--- src/rtl/pixel_pkg.sv ---
// Shared types and default sizing for the pixel readout sequencer.
package pixel_pkg;

  localparam int unsigned DEF_N_PIX  = 4;
  localparam int unsigned DEF_DATA_W = 8;

  typedef enum logic [1:0] {
    IDLE = 2'd0,
    SEND = 2'd1,
    DONE = 2'd2
  } state_t;

endpackage

--- src/rtl/pix_idx_cntr.sv ---
// Frame index counter: loads the first index, steps up or down, and flags the final index.
module pix_idx_cntr #(
  parameter int unsigned N_PIX = 4,
  parameter int unsigned IDX_W = 2
) (
  input  logic             clk,
  input  logic             reset,
  input  logic             load,
  input  logic             down,
  input  logic             step,
  output logic [IDX_W-1:0] idx,
  output logic [IDX_W-1:0] idx_nxt_c,
  output logic             tc_c,
  output logic             tc_nxt_c
);

  localparam logic [IDX_W-1:0] LAST_IDX = IDX_W'(N_PIX - 1);

  logic dir;
  logic dir_nxt;

  // Stepping is suppressed at the terminal index so the count never leaves the frame.
  always_comb begin
    dir_nxt   = dir;
    idx_nxt_c = idx;
    if (load) begin
      dir_nxt   = down;
      idx_nxt_c = down ? LAST_IDX : '0;
    end else if (step && !tc_c) begin
      idx_nxt_c = dir ? (idx - IDX_W'(1)) : (idx + IDX_W'(1));
    end
  end

  assign tc_c     = dir ? (idx == '0) : (idx == LAST_IDX);
  assign tc_nxt_c = dir_nxt ? (idx_nxt_c == '0) : (idx_nxt_c == LAST_IDX);

  always_ff @(posedge clk) begin
    if (reset) begin
      idx <= '0;
      dir <= 1'b0;
    end else begin
      idx <= idx_nxt_c;
      dir <= dir_nxt;
    end
  end

endmodule

--- src/rtl/pixel_readout_seq.sv ---
// Snapshots a packed pixel bus on start and streams it out one channel per handshake.
module pixel_readout_seq
  import pixel_pkg::*;
#(
  parameter int unsigned  N_PIX  = DEF_N_PIX,
  parameter int unsigned  DATA_W = DEF_DATA_W,
  localparam int unsigned IDX_W  = (N_PIX > 1) ? $clog2(N_PIX) : 1
) (
  input  logic                    clk,
  input  logic                    reset,
  input  logic                    start,
  input  logic                    reverse,
  input  logic [N_PIX*DATA_W-1:0] pix_data,
  input  logic                    out_ready,
  output logic                    out_valid,
  output logic [DATA_W-1:0]       out_data,
  output logic [IDX_W-1:0]        out_idx,
  output logic                    out_last,
  output logic                    busy,
  output logic                    done
);

  state_t            state;
  state_t            state_nxt;
  logic              load;
  logic              hs;
  logic [IDX_W-1:0]  idx_nxt;
  logic              tc;
  logic              tc_nxt;
  logic [DATA_W-1:0] data_nxt;
  logic [DATA_W-1:0] snap     [N_PIX];
  logic [DATA_W-1:0] snap_nxt [N_PIX];

  assign hs = out_valid & out_ready;

  always_ff @(posedge clk) begin
    if (reset) state <= IDLE;
    else       state <= state_nxt;
  end

  // start is only honoured in IDLE; a handshake on the terminal index ends the frame.
  always_comb begin
    state_nxt = state;
    load      = 1'b0;
    case (state)
      IDLE: begin
        if (start) begin
          state_nxt = SEND;
          load      = 1'b1;
        end
      end
      SEND:    if (hs && tc) state_nxt = DONE;
      DONE:    state_nxt = IDLE;
      default: state_nxt = IDLE;
    endcase
  end

  pix_idx_cntr #(
    .N_PIX (N_PIX),
    .IDX_W (IDX_W)
  ) u_cntr (
    .clk       (clk),
    .reset     (reset),
    .load      (load),
    .down      (reverse),
    .step      (hs),
    .idx       (out_idx),
    .idx_nxt_c (idx_nxt),
    .tc_c      (tc),
    .tc_nxt_c  (tc_nxt)
  );

  always_comb begin
    for (int i = 0; i < N_PIX; i++) begin
      snap_nxt[i] = load ? pix_data[i*DATA_W +: DATA_W] : snap[i];
    end
  end

  always_ff @(posedge clk) begin
    snap <= snap_nxt;
  end

  // Index mux looks ahead so out_data is registered alongside out_idx.
  always_comb begin
    data_nxt = '0;
    for (int i = 0; i < N_PIX; i++) begin
      if (idx_nxt == IDX_W'(i)) data_nxt = snap_nxt[i];
    end
  end

  always_ff @(posedge clk) begin
    if (reset) begin
      out_valid <= 1'b0;
      out_data  <= '0;
      out_last  <= 1'b0;
      busy      <= 1'b0;
      done      <= 1'b0;
    end else begin
      out_valid <= (state_nxt == SEND);
      out_data  <= (state_nxt == SEND) ? data_nxt : '0;
      out_last  <= (state_nxt == SEND) && tc_nxt;
      busy      <= (state_nxt == SEND);
      done      <= (state_nxt == DONE);
    end
  end

endmodule
--- config.mk ---
export PLATFORM = sky130hd
export DESIGN_NAME = pixel_readout_seq
export DESIGN_NICKNAME = d
export VERILOG_FILES = /design/src/rtl/pixel_pkg.sv /design/src/rtl/pix_idx_cntr.sv /design/src/rtl/pixel_readout_seq.sv
export SDC_FILE = /design/constraint.sdc
export NUM_CORES = 1
export LEC_CHECK = 0
export BUFFER_PORTS_ARGS = -buffer_cell sky130_fd_sc_hd__clkbuf_2
export CAP_MARGIN = 30
export CORE_MARGIN = 2
export CORE_UTILIZATION = 43
export CTS_BUF_LIST = sky130_fd_sc_hd__clkbuf_2 sky130_fd_sc_hd__clkbuf_4 sky130_fd_sc_hd__clkbuf_8
export DETAILED_ROUTE_END_ITERATION = 6
export PLACE_DENSITY = 0.65
export RECOVER_POWER = 100
export SYNTH_ARGS = -nofsm -noshare
export SYNTH_HDL_FRONTEND = slang
export SYNTH_SLANG_ARGS = --single-unit
--- constraint.sdc ---
create_clock -name clk -period 1.7 [get_ports clk]
set_input_delay 0.255 -clock clk [delete_from_list [all_inputs] [get_ports clk]]
set_output_delay 0.255 -clock clk [all_outputs]
set_load 0.05 [all_outputs]
---- Word-level counts from Yosys, hierarchy flattened ----
Cells that the tools add are included.
operators by class
  add/sub/neg operators ................... 2
  multiply operators ...................... 0
  div/mod/pow operators ................... 0
  $lt $le $gt $ge ......................... 0
  equal/unequal tests ..................... 7
  shift-type cells ........................ 0
  multiplexer cells ....................... 20
  bitwise logic cells ..................... 2
  reduce and logical (&&, ||, !) cells .... 8
operators by type and width
  operator                                          number
  two-way mux 8 bit                                 8
  two-way mux 2 bit                                 6
  == test 2 bit, second input constant              4
  == test 2 x 1 -> 1 bit, second input constant     3
  logical NOT 2 bit                                 3
  two-way mux 1 bit                                 5
  one-hot mux 2 bit (2 select lines)                1
  logical AND 1 bit                                 3
  adder 2 x 1 -> 2 bit, second input constant       1
  OR reduction 2 bit                                1
  subtractor 2 x 1 -> 2 bit, second input constant  1
  AND 1 bit                                         1
  logical NOT 1 bit                                 1
  inverter 1 bit                                    1
word-level totals
  register bits after elaboration ......... 48
  bits in latches ......................... 0
  memory bits (writable) .................. 0
  bits in read-only memories .............. 0
  input port bits ......................... 37
  output and inout port bits .............. 14
  logic and storage cells ................. 50
  memories kept ........................... 0

---- Depth between registers and ports, before layout ----
Gate-level depths: netlist of run 1.
  word-level depth ........................ 11
  depth in mapped cells ................... 7
  depth with buffers taken out ............ 6

---- Cells and area by module ----
Synthesis of run 1 repeated with hierarchy kept, for this count alone.
second synthesis, totals
  cell total of the unflattened synthesis .. 175
  area total of the unflattened synthesis .. 2030.7 µm²
modules (own cells, without submodules)
  module             instances  cells each  area an instance (µm²)  sequential area each (µm²)
  pixel_readout_seq  1          149         1839.3                  900.9
  pix_idx_cntr       1          26          191.4                   60.1

---- Worst setup path after synthesis of run 1 ----
Ideal clock, no wire load.
  kind .................................... reg2reg
  start ................................... register, netlist name busy
  end ..................................... register out_data[7]
  setup time .............................. 0.130 ns
  arrival time ............................ 1.833 ns
  data required time ...................... 1.570 ns
  slack ................................... -0.263 ns
  cell stages (with the launch flop) ...... 6
  buffers on the path ..................... 0
  clock period less this slack ............ 1.963 ns
  path through ............................ dfxtp_1 nand2_2 maj3_2 a221o_1 a221oi_2 nor3_1
RTL lines
  item                    line                      text
  end signal: assignment  pixel_readout_seq.sv:100  out_data <= (state_nxt == SEND) ? data_nxt : '0;
  end: declaration        pixel_readout_seq.sv:16   output logic [DATA_W-1:0] out_data,

---- Final worst setup path of run 1 ----
  start ................................... register u_cntr.dir
  end ..................................... register out_data[3]
on the way
  word-level cells in the longest chain between the ends .. 10
  elaborated cells on any way between the ends .. 20
  classes of those cells .................. eq/ne (4); mux (10); bitwise (1); reduce/logical (5)
RTL lines
  item                             line                     text
  start: declaration               pix_idx_cntr.sv:19       logic dir;
  start signal: assignment         pix_idx_cntr.sv:43       dir <= dir_nxt;
  two-way mux 1 bit                pix_idx_cntr.sv:34       assign tc_c = dir ? (idx == '0) : (idx == LAST_IDX);
  logical NOT 1 bit                pix_idx_cntr.sv:29       end else if (step && !tc_c) begin
  logical AND 1 bit                pix_idx_cntr.sv:29
  two-way mux 2 bit                pix_idx_cntr.sv:29
  two-way mux 2 bit                pix_idx_cntr.sv:26       if (load) begin
  logical NOT 2 bit                pixel_readout_seq.sv:87  if (idx_nxt == IDX_W'(i)) data_nxt = snap_nxt[i];
  two-way mux 8 bit (4 in series)  pixel_readout_seq.sv:87
Several ways; a longest one is shown, not always the timed one.
A chain may end at the register's enable or synchronous reset.

==> qor.yml, run 1 <==
outcome:
  status: "completed"
power_and_ir_drop:
  leakage_nw: 1.30
  power.total_mw: 3.09
  p_int_mw: 2.15
  power_density_nw_per_um2: 1100
  seqPwrFrac_pct: 44.3
  p_sw_share_pct: 30.5
  power_frac_clock_pct: 32.4
  ir_drop_uv: 575
  p_sw_mw: 0.944
  combPwrFrac_pct: 23.2
floorplanning:
  start_util_pct: 45.2
  die_area_um2: 6080
  rows: 26
  die-height_um: 78
  core_um2: 5200
  io_pins: 51
  die_w_um: 78
global_routing:
  grt_antenna_before_repair: 0
  grt_overflow_total: 0
  grt_max_degree: 25
  track_usage_pct: 20.3
  grt_pass1_wl_um: 9800
  grt_pass1_vias: 2001
clock_tree:
  cts_made_buffers: 5
  cts_tree: "done"
  clkSinkCount: 48
  clk_path_buf_depth: 2
  clk_pin_slew_ns: 0.10
  holdBufCountCts: 0
  root_buffer: "clkbuf_8"
  postCtsSetupBuffers: 0
  htree_levels: 2
  ctsResizeCount: 0
  clkLatencyLatePin_ns: 0.31
critical_path:
  r2r_end: "out_data[3]"
  max_stage_delay_ns: 0.41
  arrival_ns: 1.82
  cp.depth: 5
  crit_fanout: 6
  rrSetupSlack_ns: 0.1
  path_class: "flop to flop"
  required_ns: 1.92
  path_delay_family: "compound AO/OA/AOI/OAI gates"
  cpMaxStageDelayCell: "dfxtp_1"
  critPathBufInv: 1
  end_kind: "flop"
  crit_chain: "and3b_4 > o21ai_2 > clkbuf_1 > o211ai_1 > a221oi_1"
  r2r-start: "u_cntr.dir"
  r2r_cells: 5
  cp-start-kind: "flop"
synth:
  ys_warn_count: 0
  synthAdderAreaFrac_pct: 2.39
  muxShareOfSynthArea_pct: 1.38
  synth_seq_cells: 48
  synth_top_area_share_pct: 40.8
  yosysTopAreaCell: "dfxtp_1"
  synth_cells: 288
  ys_types: 46
  ys_seq_area_share_pct: 40.8
  synth_area_leaders: "dfxtp_1 (41%), nand2_1 (16%), a221oi_2 (3.2%)"
  netlist_area_um2: 2350
  synth_area_per_cell_um2: 8.18
  synth_fp_nets: 325
  synth_compound_area_share_pct: 24.8
  synth-simple-area-share_pct: 24.9
  synth_top_family_by_area: "simple AND/OR/NAND/NOR gates"
  synthXorXnorAreaFrac_pct: 0
drt:
  viasPerCell: 5.21
  wirelength_met1_um: 2810
  avgRoutedWirePerCell_um: 14.1
  drt_wl_total_um: 5820
  route.detailed.drc: 0
  routed-via-count: 2147
  highest_layer: "met4"
  first_pass_iters: 4
  first_iter_violations: 146
  wl_met2_um: 2750
  met3_length_um: 193
  antenna_left: 0
finish:
  nets: 378
  finalNonFillerCells: 412
  multi_input_area_um2: 1270
  register_area_um2: 967
  design_area_um2: 2820
  layout-drive-gt1-share_pct: 25.7
  n_fill_cell: 534
  num_antenna_cells: 0
  syn2layout_area_growth_pct: 19.8
placement:
  dpl_worst_slack_ns: 0.0678
  dp_hpwl_um: 4170
  dpl.cell_count: 403
  portBuffers: 50
  placed_cell_area_um2: 2700
  place_congestion: 0.857
sta:
  period_minus_slack_ns: 1.60
  hold_slack_ns: 0.121
  fmaxAchievable_mhz: 623
  maxSlewHeadroom_pct: 59.1
  slew_violations: 0
  worst_pin_slew_ns: 0.616
  final-hold-violation-count: 0
  setup_viol: 0
  post-route-period-util_pct: 94.4
  postLayoutSetupSlackWorst_ns: 0.0959
  rsz0062_at_grt: "false"
  finClkSkew_ns: 0.0118
worst_hold_path:
  worstHoldStart: "pix_data[20]"
  holdPathStages: 3
  timing.hold.worst.class: "primary input to flop"
  hold_end: "snap[12]"
job:
  cap_violations: 0
## layer usage
layer | global-route usage, % | vias up
met3 | 3.60 | 7
met5 | 0 | -
li1 | - | 1105
met2 | 32.3 | 38
met1 | 27.9 | 997
met4 | 6.32 | 0
## synthesized netlist by cell type, drive strengths merged
cell type,number
o21bai,4
mux2i,2
buf,13
o22a,1
o21a,1
a21oi,4
nor3b,3
inv,5
a211oi,3
nor3,5
a21boi,4
a221oi,8
o21ba,1
and2,2
o211ai,4
nor2,9
nor2b,3
and4,1
clkbuf,8
and3,5
nand3,2
o31ai,4
o21ai,17
dfxtp,48
a2111oi,3
nand2b,1
o22ai,1
and3b,2
nand2,102
a311oi,1
a21o,7
a22o,3
a221o,5
maj3,5
and2b,1
## flip-flops by register name, summed over array words and instances (netlist names)
name / flops
u_cntr.idx: 2
out_last: 1
u_cntr.dir: 1
out_data: 8
done: 1
snap: 32
state: 2
busy: 1
## per-stage QoR
stage          utilization, %  setup TNS, ns
2_1_floorplan               -       -0.00202
3_5_place_dp             51.9              0
3_3_place_gp             51.9              0
4_1_cts                  54.5              0
6_report                 54.2              0
5_1_grt                  54.2              0
## worst min-delay path: stages
cell and delay (ns):
clkbuf_2 0.07, nand2_1 0.04, nand2_1 0.04
## layout make-up
| type | instances | share of cell area, % |
|---|---|---|
| multi-input combinational | 215 | 45.0 |
| clock inverter | 3 | 2.44 |
| tap | 70 | 3.11 |
| timing repair buffer | 66 | 12.1 |
| inverter | 5 | 0.665 |
| clock buffer | 5 | 2.44 |
| sequential | 48 | 34.3 |
## power by group through the flow
stage | combinational, mW | clock (mW) | sequential, mW
after floorplan | 0.467 | 0 | 1.45
after global placement | 0.714 | 0 | 1.39
after detailed placement | 0.723 | 0 | 1.39
after CTS | 0.731 | 1.02 | 1.37
after global routing | 0.799 | 1.06 | 1.39
final | 0.719 | 1.00 | 1.37
## worst max path at each step
stage               startpoint           to  slack, ns
finish              u_cntr.dir  out_data[3]        0.1
global route        u_cntr.dir  out_data[5]      0.004
CTS                       busy  out_data[4]       0.05
detailed placement   out_ready  out_data[4]       0.07
global placement     out_ready  out_data[4]       0.07
floorplan                 busy  out_data[7]     -0.002
## layout by cell type, fill, tap and decap left out, types with 2 or more instances in the layout
cell / n
nand2_1: 100
dfxtp_1: 45
clkbuf_2: 41
clkbuf_1: 14
buf_4: 11
nor2_1: 9
o21ai_0: 9
a21o_1: 6
o21ai_1: 6
maj3_2: 5
a221o_1: 5
nor3_1: 5
and3_1: 5
clkbuf_8: 5
a21oi_1: 4
a221oi_2: 4
a221oi_1: 4
o31ai_1: 4
a21boi_0: 4
o211ai_1: 4
o21bai_1: 4
inv_1: 3
nor3b_1: 3
a22o_1: 3
nor2b_1: 3
a211oi_1: 3
a2111oi_2: 3
o21ai_2: 2
nand3_1: 2
inv_2: 2
dfxtp_2: 2
bufinv_16: 2
## kinds of logic (layout without fill, tap and decap cells)
family / count (synthesis) / after routing
mux: 2 / 3
flops: 48 / 48
compound gates: 71 / 71
simple gates: 136 / 136
buf+inv: 26 / 79
fa+ha+maj: 5 / 5
Note: power is estimated with default switching activity, not from simulation.
==> run 2: changes to the inputs <==
ABC_AREA = 1   (was unset)
CTS_CLUSTER_SIZE = 12   (was unset)
PLACE_DENSITY = 0.67   (was 0.65)
==> run 2 against run 1 <==
Synthesized cell count decreased by 5.6%. Via count decreased by 18%. Clock-buffer cell count increased by 2. Die area decreased by 15%. Fmax increased by 2.7%. Synthesized area decreased by 16%. Worst hold slack improved by 0.037 ns. Register-to-register slack improved by 0.04 ns. Non-clock buffer count decreased by 10. Wire length decreased by 24%.
==> qor.yml, run 2 <==
sta:
  final-hold-violation-count: 0  # unchanged
  finClkSkew_ns: 0.00498  # -0.00683 ns
  period_minus_slack_ns: 1.56  # -0.0419 ns
  fin_tns_setup_ns: 0  # unchanged
  fmaxAchievable_mhz: 640  # +2.7%
  slew_violations: 0  # unchanged
  worst_pin_slew_ns: 0.601  # -0.0150 ns
  rsz0062_at_grt: "false"
  maxSlewHeadroom_pct: 60.1  # +0.99 points
  setup_viol: 0  # unchanged
  post-route-period-util_pct: 91.9  # -2.5 points
finish:
  largest_reg_flops: 32  # unchanged
  finalNonFillerCells: 376  # -8.7%
  n_fill_cell: 479  # -10%
  register_area_um2: 965  # -0.26%
  layout-drive-gt1-share_pct: 20.4  # -5.4 points
  top_regs: "snap x32, out_data x8"
  layout_common_cells: "nand2_1 (127), dfxtp_1 (45), clkbuf_2 (36), nand3_1 (30), nor2_1 (19)"
  nets: 360  # -4.8%
  final_common_cell: "nand2_1"
  multi_input_area_um2: 903  # -29%
  syn2layout_area_growth_pct: 19.8  # about the same
  num_antenna_cells: 0  # unchanged
  post-route-util_pct: 54.0  # -0.21 points
  top_register: "snap"
floorplanning:
  die-height_um: 72.0  # -7.7%
  die_w_um: 72.0  # -7.7%
  start_util_pct: 45.0  # -0.20 points
  die_area_um2: 5180  # -15%
  rows: 24  # -7.7%
  core_um2: 4410  # -15%
  io_pins: 51  # unchanged
synth:
  synth_flop_cell: "dfxtp_1"
  synth_area_per_cell_um2: 7.31  # -11%
  synth_area_leaders: "dfxtp_1 (48%), nand2_1 (24%), nand3_1 (7.6%)"
  ys_types: 22  # -52%
  synth_fp_nets: 309  # -4.9%
  netlist_area_um2: 1990  # -16%
  ys_seq_area_share_pct: 48.3  # +7.5 points
  ys_async_sr_fraction_pct: 0  # unchanged
  synth_top_area_share_pct: 48.3  # +7.5 points
  yosysTopAreaCell: "dfxtp_1"
  synth_cells: 272  # -5.6%
  synth-edff-count: 0  # unchanged
  yosysMostFrequentCell: "nand2_1"
  synth_seq_cells: 48  # unchanged
  yosys-top-cells-count: "nand2_1 (127), dfxtp_1 (48), nand3_1 (30)"
  ys_warn_count: 0  # unchanged
clock_tree:
  htree_levels: 2  # unchanged
  clk_path_buf_depth: 2  # unchanged
  clk_pin_slew_ns: 0.09  # about the same
  root_buffer: "clkbuf_8"
  clkLatencyLatePin_ns: 0.30  # about the same
  clkSinkCount: 48  # unchanged
  cts_tree: "done"
  cts_made_buffers: 5  # unchanged
  holdBufCountCts: 0  # unchanged
critical_path:
  cpMaxStageDelayCell: "dfxtp_1"
  critical_path.most_common_cell: "nand3_4"
  r2r_end: "out_data[2]"
  crit_fanout: 17  # +11
  rrSetupSlack_ns: 0.14  # +0.04 ns
  end_kind: "flop"
  path_delay_family: "simple AND/OR/NAND/NOR gates"
  path_class: "flop to flop"
  arrival_ns: 1.76  # -0.06 ns
  crit_chain: "inv_2 > nand3_4 > nor2_4 > inv_1 > nand2_1 > nand3_4 > o21ai_1 > nor2_1"
  r2r_cells: 8  # +3
  max_stage_delay_ns: 0.34  # -0.07 ns
  cp.depth: 8  # +3
  cp-startpoint: "state[1]"
  r2r-start: "state[1]"
  required_ns: 1.90  # -0.02 ns
  endpoint: "out_data[2]"
  cp-start-kind: "flop"
  critPathBufInv: 2  # +1
power_and_ir_drop:
  power_density_nw_per_um2: 1180  # +7.4%
  ir_drop_uv: 516  # -10%
  leakage_nw: 1.24  # -5.0%
  power.total_mw: 2.81  # -9.3%
drt:
  routed-via-count: 1761  # -18%
  first_pass_iters: 4  # unchanged
  route.detailed.drc: 0  # unchanged
  drt_wl_total_um: 4430  # -24%
  antenna_left: 0  # unchanged
  first_iter_violations: 76  # -48%
  avgRoutedWirePerCell_um: 11.8  # -17%
  viasPerCell: 4.68  # -10%
job:
  cap_violations: 0  # unchanged
global_routing:
  grt_overflow_total: 0  # unchanged
  grt_antenna_before_repair: 0  # unchanged
  grt_pass1_vias: 1661  # -17%
  grt_max_degree: 19  # -24%
  track_usage_pct: 18.2  # -2.0 points
  grt_pass1_wl_um: 7420  # -24%
placement:
  portBuffers: 50  # unchanged
  place_congestion: 0.770  # -10%
  dp_hpwl_um: 3200  # -23%
  dpl.cell_count: 367  # -8.9%
worst_hold_path:
  worstHoldStart: "pix_data[28]"
  timing.hold.worst.class: "primary input to flop"
outcome:
  status: "completed"
-- run 2: changes by cell type after synthesis, sizes merged, moves of 5 or more --
cell and delta:
a21o -7, a221o -5, a221oi -8, and3 -5, clkbuf -8, inv +7
maj3 -5, nand2 +26, nand3 +31, nor2 +12, nor3 -5, o21ai -8
-- run 2: kinds of logic (layout without fill, tap and decap cells) --
group | after synthesis | count (layout) | share of synthesized area, %
flops | 48 | 48 | 48.3
simple gates | 184 | 184 | 39.2
compound gates | 16 | 16 | 5.60
buf+inv | 24 | 76 | 6.86
-- run 2: timing repair --
action                                  CTS  global route
endpoints found under the setup margin    0             8
resized for setup                         0             3
setup buffers                             0             1
-- run 2: report_power, final --
group	internal [mW]	switching, mW	leakage, nW
sequential	1.27	0.0447	0.401
clock	0.519	0.380	0.0645
combinational	0.182	0.412	0.774
total	1.97	0.837	1.24
-- run 2: how the worst min path moves through the flow --
stage               cells after the start      end
floorplan                               2  snap[1]
global placement                        2  snap[5]
detailed placement                      2  snap[5]
CTS                                     3  snap[4]
global route                            3  snap[1]
finish                                  3  snap[4]
-- run 2: per-layer routing --
layer  track usage, %  vias up  routed length (um)
met5                0        -                   0
met2             30.7       48                2070
met3             3.75        7                 200
met4             6.08        0                  57
met1             23.5      747                2100
li1                 -      959                   -
-- run 2: cell type report --
| class | count | area share, % |
|---|---|---|
| Timing Repair Buffer | 56 | 11.7 |
| Multi-Input combinational cell | 200 | 37.9 |
| Clock buffer | 7 | 4.04 |
| Tap cell | 52 | 2.73 |
| Inverter | 12 | 1.89 |
| Sequential cell | 48 | 40.5 |
| Clock inverter | 1 | 1.26 |
-- run 2: tightest hold or removal path, cell delays in order --
cell and delay (ns):
clkbuf_2 0.07, nand2_1 0.04, nand2_1 0.06
-- run 2: metrics by stage --
stage	setup slack, ns	hold WS [ns]	cell area (um2)
after detailed placement	0.0357	0.432	2250
final	0.138	0.158	2380
after global routing	0.0199	0.169	2380
after floorplan	0.167	0.373	1990
after CTS	0.0128	0.156	2380
after global placement	0.0672	0.430	2250
==> run 3: changes to the inputs <==
CORE_MARGIN = 1.5   (was 2)
GPL_TIMING_DRIVEN = 0   (was unset)
RECOVER_POWER = unset   (was 100)
==> run 3 against run 2 <==
Clock power is 9.3% lower. Die area is 2.8% lower. Worst hold slack better by 0.0083 ns. Sequential power hardly changed. First-iteration DRC count is 5.3% higher. Fmax is 0.53% higher. Critical path depth is 1 higher. Sequential cell count stayed put. Non-clock buffer count is 5 higher. Sequential share of layout area is 0.62 points lower. Largest cell class unchanged. Largest power group unchanged.
==> qor.yml, run 3 (synthesis results as in run 2) <==
outcome:
  status: "completed"
clock_tree:
  cts_tree: "done"
  root_buffer: "clkbuf_8"
  clk_pin_slew_ns: 0.08  # about the same
  htree_levels: 2  # unchanged
  clk_path_buf_depth: 2  # unchanged
  clkSinkCount: 48  # unchanged
  cts_made_buffers: 5  # unchanged
  clkLatencyLatePin_ns: 0.30  # about the same
sta:
  final-hold-violation-count: 0  # unchanged
  setup_viol: 0  # unchanged
  finClkSkew_ns: 0.00430  # -0.000680 ns
  post-route-period-util_pct: 91.4  # -0.49 points
  slew_violations: 0  # unchanged
  worst_pin_slew_ns: 0.418  # -0.184 ns
  fmaxAchievable_mhz: 644  # +0.53%
  hold_slack_ns: 0.167  # +0.00827 ns
  period_minus_slack_ns: 1.55  # -0.00830 ns
  rsz0062_at_grt: "false"
  postLayoutSetupSlackWorst_ns: 0.146  # +0.00830 ns
  maxSlewHeadroom_pct: 71.9  # +12 points
  fin_tns_setup_ns: 0  # unchanged
finish:
  post-route-util_pct: 54.9  # +0.91 points
  syn2layout_area_growth_pct: 21.8
  largest_reg_flops: 32  # unchanged
  num_antenna_cells: 0  # unchanged
  design_area_um2: 2420  # +1.7%
  nets: 365  # +1.4%
  top_register: "snap"
  layout_common_cells: "nand2_1 (127), clkbuf_2 (49), dfxtp_1 (44), nand3_1 (30), nor2_1 (19)"
  layout-drive-gt1-share_pct: 25.8  # +5.5 points
  final_common_cell: "nand2_1"
  top_regs: "snap x32, out_data x8"
  finalNonFillerCells: 381  # +1.3%
critical_path:
  crit_chain: "inv_2 > nand3_4 > buf_6 > a21oi_4 > buf_6 > nand3_1 > nand2_1 > nor2_1 > nor2_1"
  arrival_ns: 1.79  # +0.03 ns
  end_kind: "flop"
  max_stage_delay_ns: 0.34  # about the same
  cp-start-kind: "flop"
  path_class: "flop to flop"
  required_ns: 1.93  # +0.03 ns
  cpMaxStageDelayCell: "dfxtp_1"
  crit_fanout: 10  # -7
power_and_ir_drop:
  power.total_mw: 2.74  # -2.3%
  p_sw_mw: 0.820  # -2.0%
  p_int_mw: 1.92  # -2.3%
  power_density_nw_per_um2: 1130  # -3.9%
  power_frac_clock_pct: 29.7  # -2.3 points
  seqPwrFrac_pct: 47.8  # +1.0 points
  leakage_nw: 1.30  # +5.2%
  p_sw_share_pct: 29.9  # +0.070 points
  combPwrFrac_pct: 22.5  # +1.3 points
  ir_drop_uv: 675  # +31%
global_routing:
  grt_overflow_total: 0  # unchanged
  grt_max_degree: 15  # -4
  grt_pass1_wl_um: 7120  # -4.0%
  track_usage_pct: 17.8  # -0.47 points
  grt_pass1_vias: 1649  # -0.72%
  grt_antenna_before_repair: 0  # unchanged
drt:
  antenna_left: 0  # unchanged
  route.detailed.drc: 0  # unchanged
  first_pass_iters: 4  # unchanged
  drt_wl_total_um: 4240  # -4.4%
  routed-via-count: 1804  # +2.4%
  viasPerCell: 4.73  # +1.1%
  first_iter_violations: 80  # +5.3%
  avgRoutedWirePerCell_um: 11.1  # -5.6%
floorplanning:
  core_um2: 4410  # unchanged
  rows: 24  # unchanged
  start_util_pct: 45.0  # unchanged
  die-height_um: 71.0  # -1.4%
  die_area_um2: 5040  # -2.8%
  die_w_um: 71.0  # -1.4%
  io_pins: 51  # unchanged
placement:
  dpl.cell_count: 373  # +1.6%
  dpl_worst_slack_ns: 0.150  # +0.115 ns
  place_congestion: 0.808  # +4.9%
  dp_hpwl_um: 3170  # -0.82%
  portBuffers: 49  # -2.0%
  placed_cell_area_um2: 2300  # +2.2%
job:
  cap_violations: 0  # unchanged
worst_hold_path:
  timing.hold.worst.class: "primary input to flop"
==> run 3: layout make-up <==
class                      instances  area (um2)
multi-input combinational        200         898
fill                             449        1990
buffer                            12        91.3
clock buffer                       6        76.3
inverter                          12        45.0
sequential                        48         966
timing repair buffer              49         245
clock inverter                     2        35.0
tap                               52        65.1
==> run 3: worst paths after layout <==
| check | from | end | slack (ns) | cells past startpoint |
|---|---|---|---|---|
| max | state[1] | out_data[0] | 0.15 | 9 |
| min | pix_data[25] | snap[1] | 0.17 | 3 |
| max reg2reg | state[1] | out_data[0] | 0.15 | 9 |
| min reg2reg | snap[1] | snap[1] | 0.45 | 2 |
==> run 3: per-layer routing <==
metal  global-route usage [%]  vias up  wire [um]
li1                         -      968          -
met1                     22.9      784       2030
met2                     28.9       40       1910
met3                     4.84       12        186
met4                     6.08        0        110
met5                        0        -          0
==> run 3: what timing repair did <==
action                     in CTS  in global routing
setup endpoints to repair       0                  7
buffers inserted                0                  0
hold buffers                    0                  0
resized for setup               0                  2
==> run 3: power groups by stage <==
stage | Clock, mW | Combinational, mW | Sequential [mW]
2_1_floorplan | 0 | 0.364 | 1.42
3_3_place_gp | 0 | 0.610 | 1.33
3_5_place_dp | 0 | 0.615 | 1.34
4_1_cts | 0.833 | 0.618 | 1.31
5_1_grt | 0.880 | 0.691 | 1.32
6_report | 0.816 | 0.617 | 1.31
==> run 3: worst max-delay path, delay by kind of cell, from the launching register on <==
family,cells,cell delay (ns)
compound gates,1,0.30
buf+inv,3,0.44
simple gates,5,0.41
flops,1,0.34
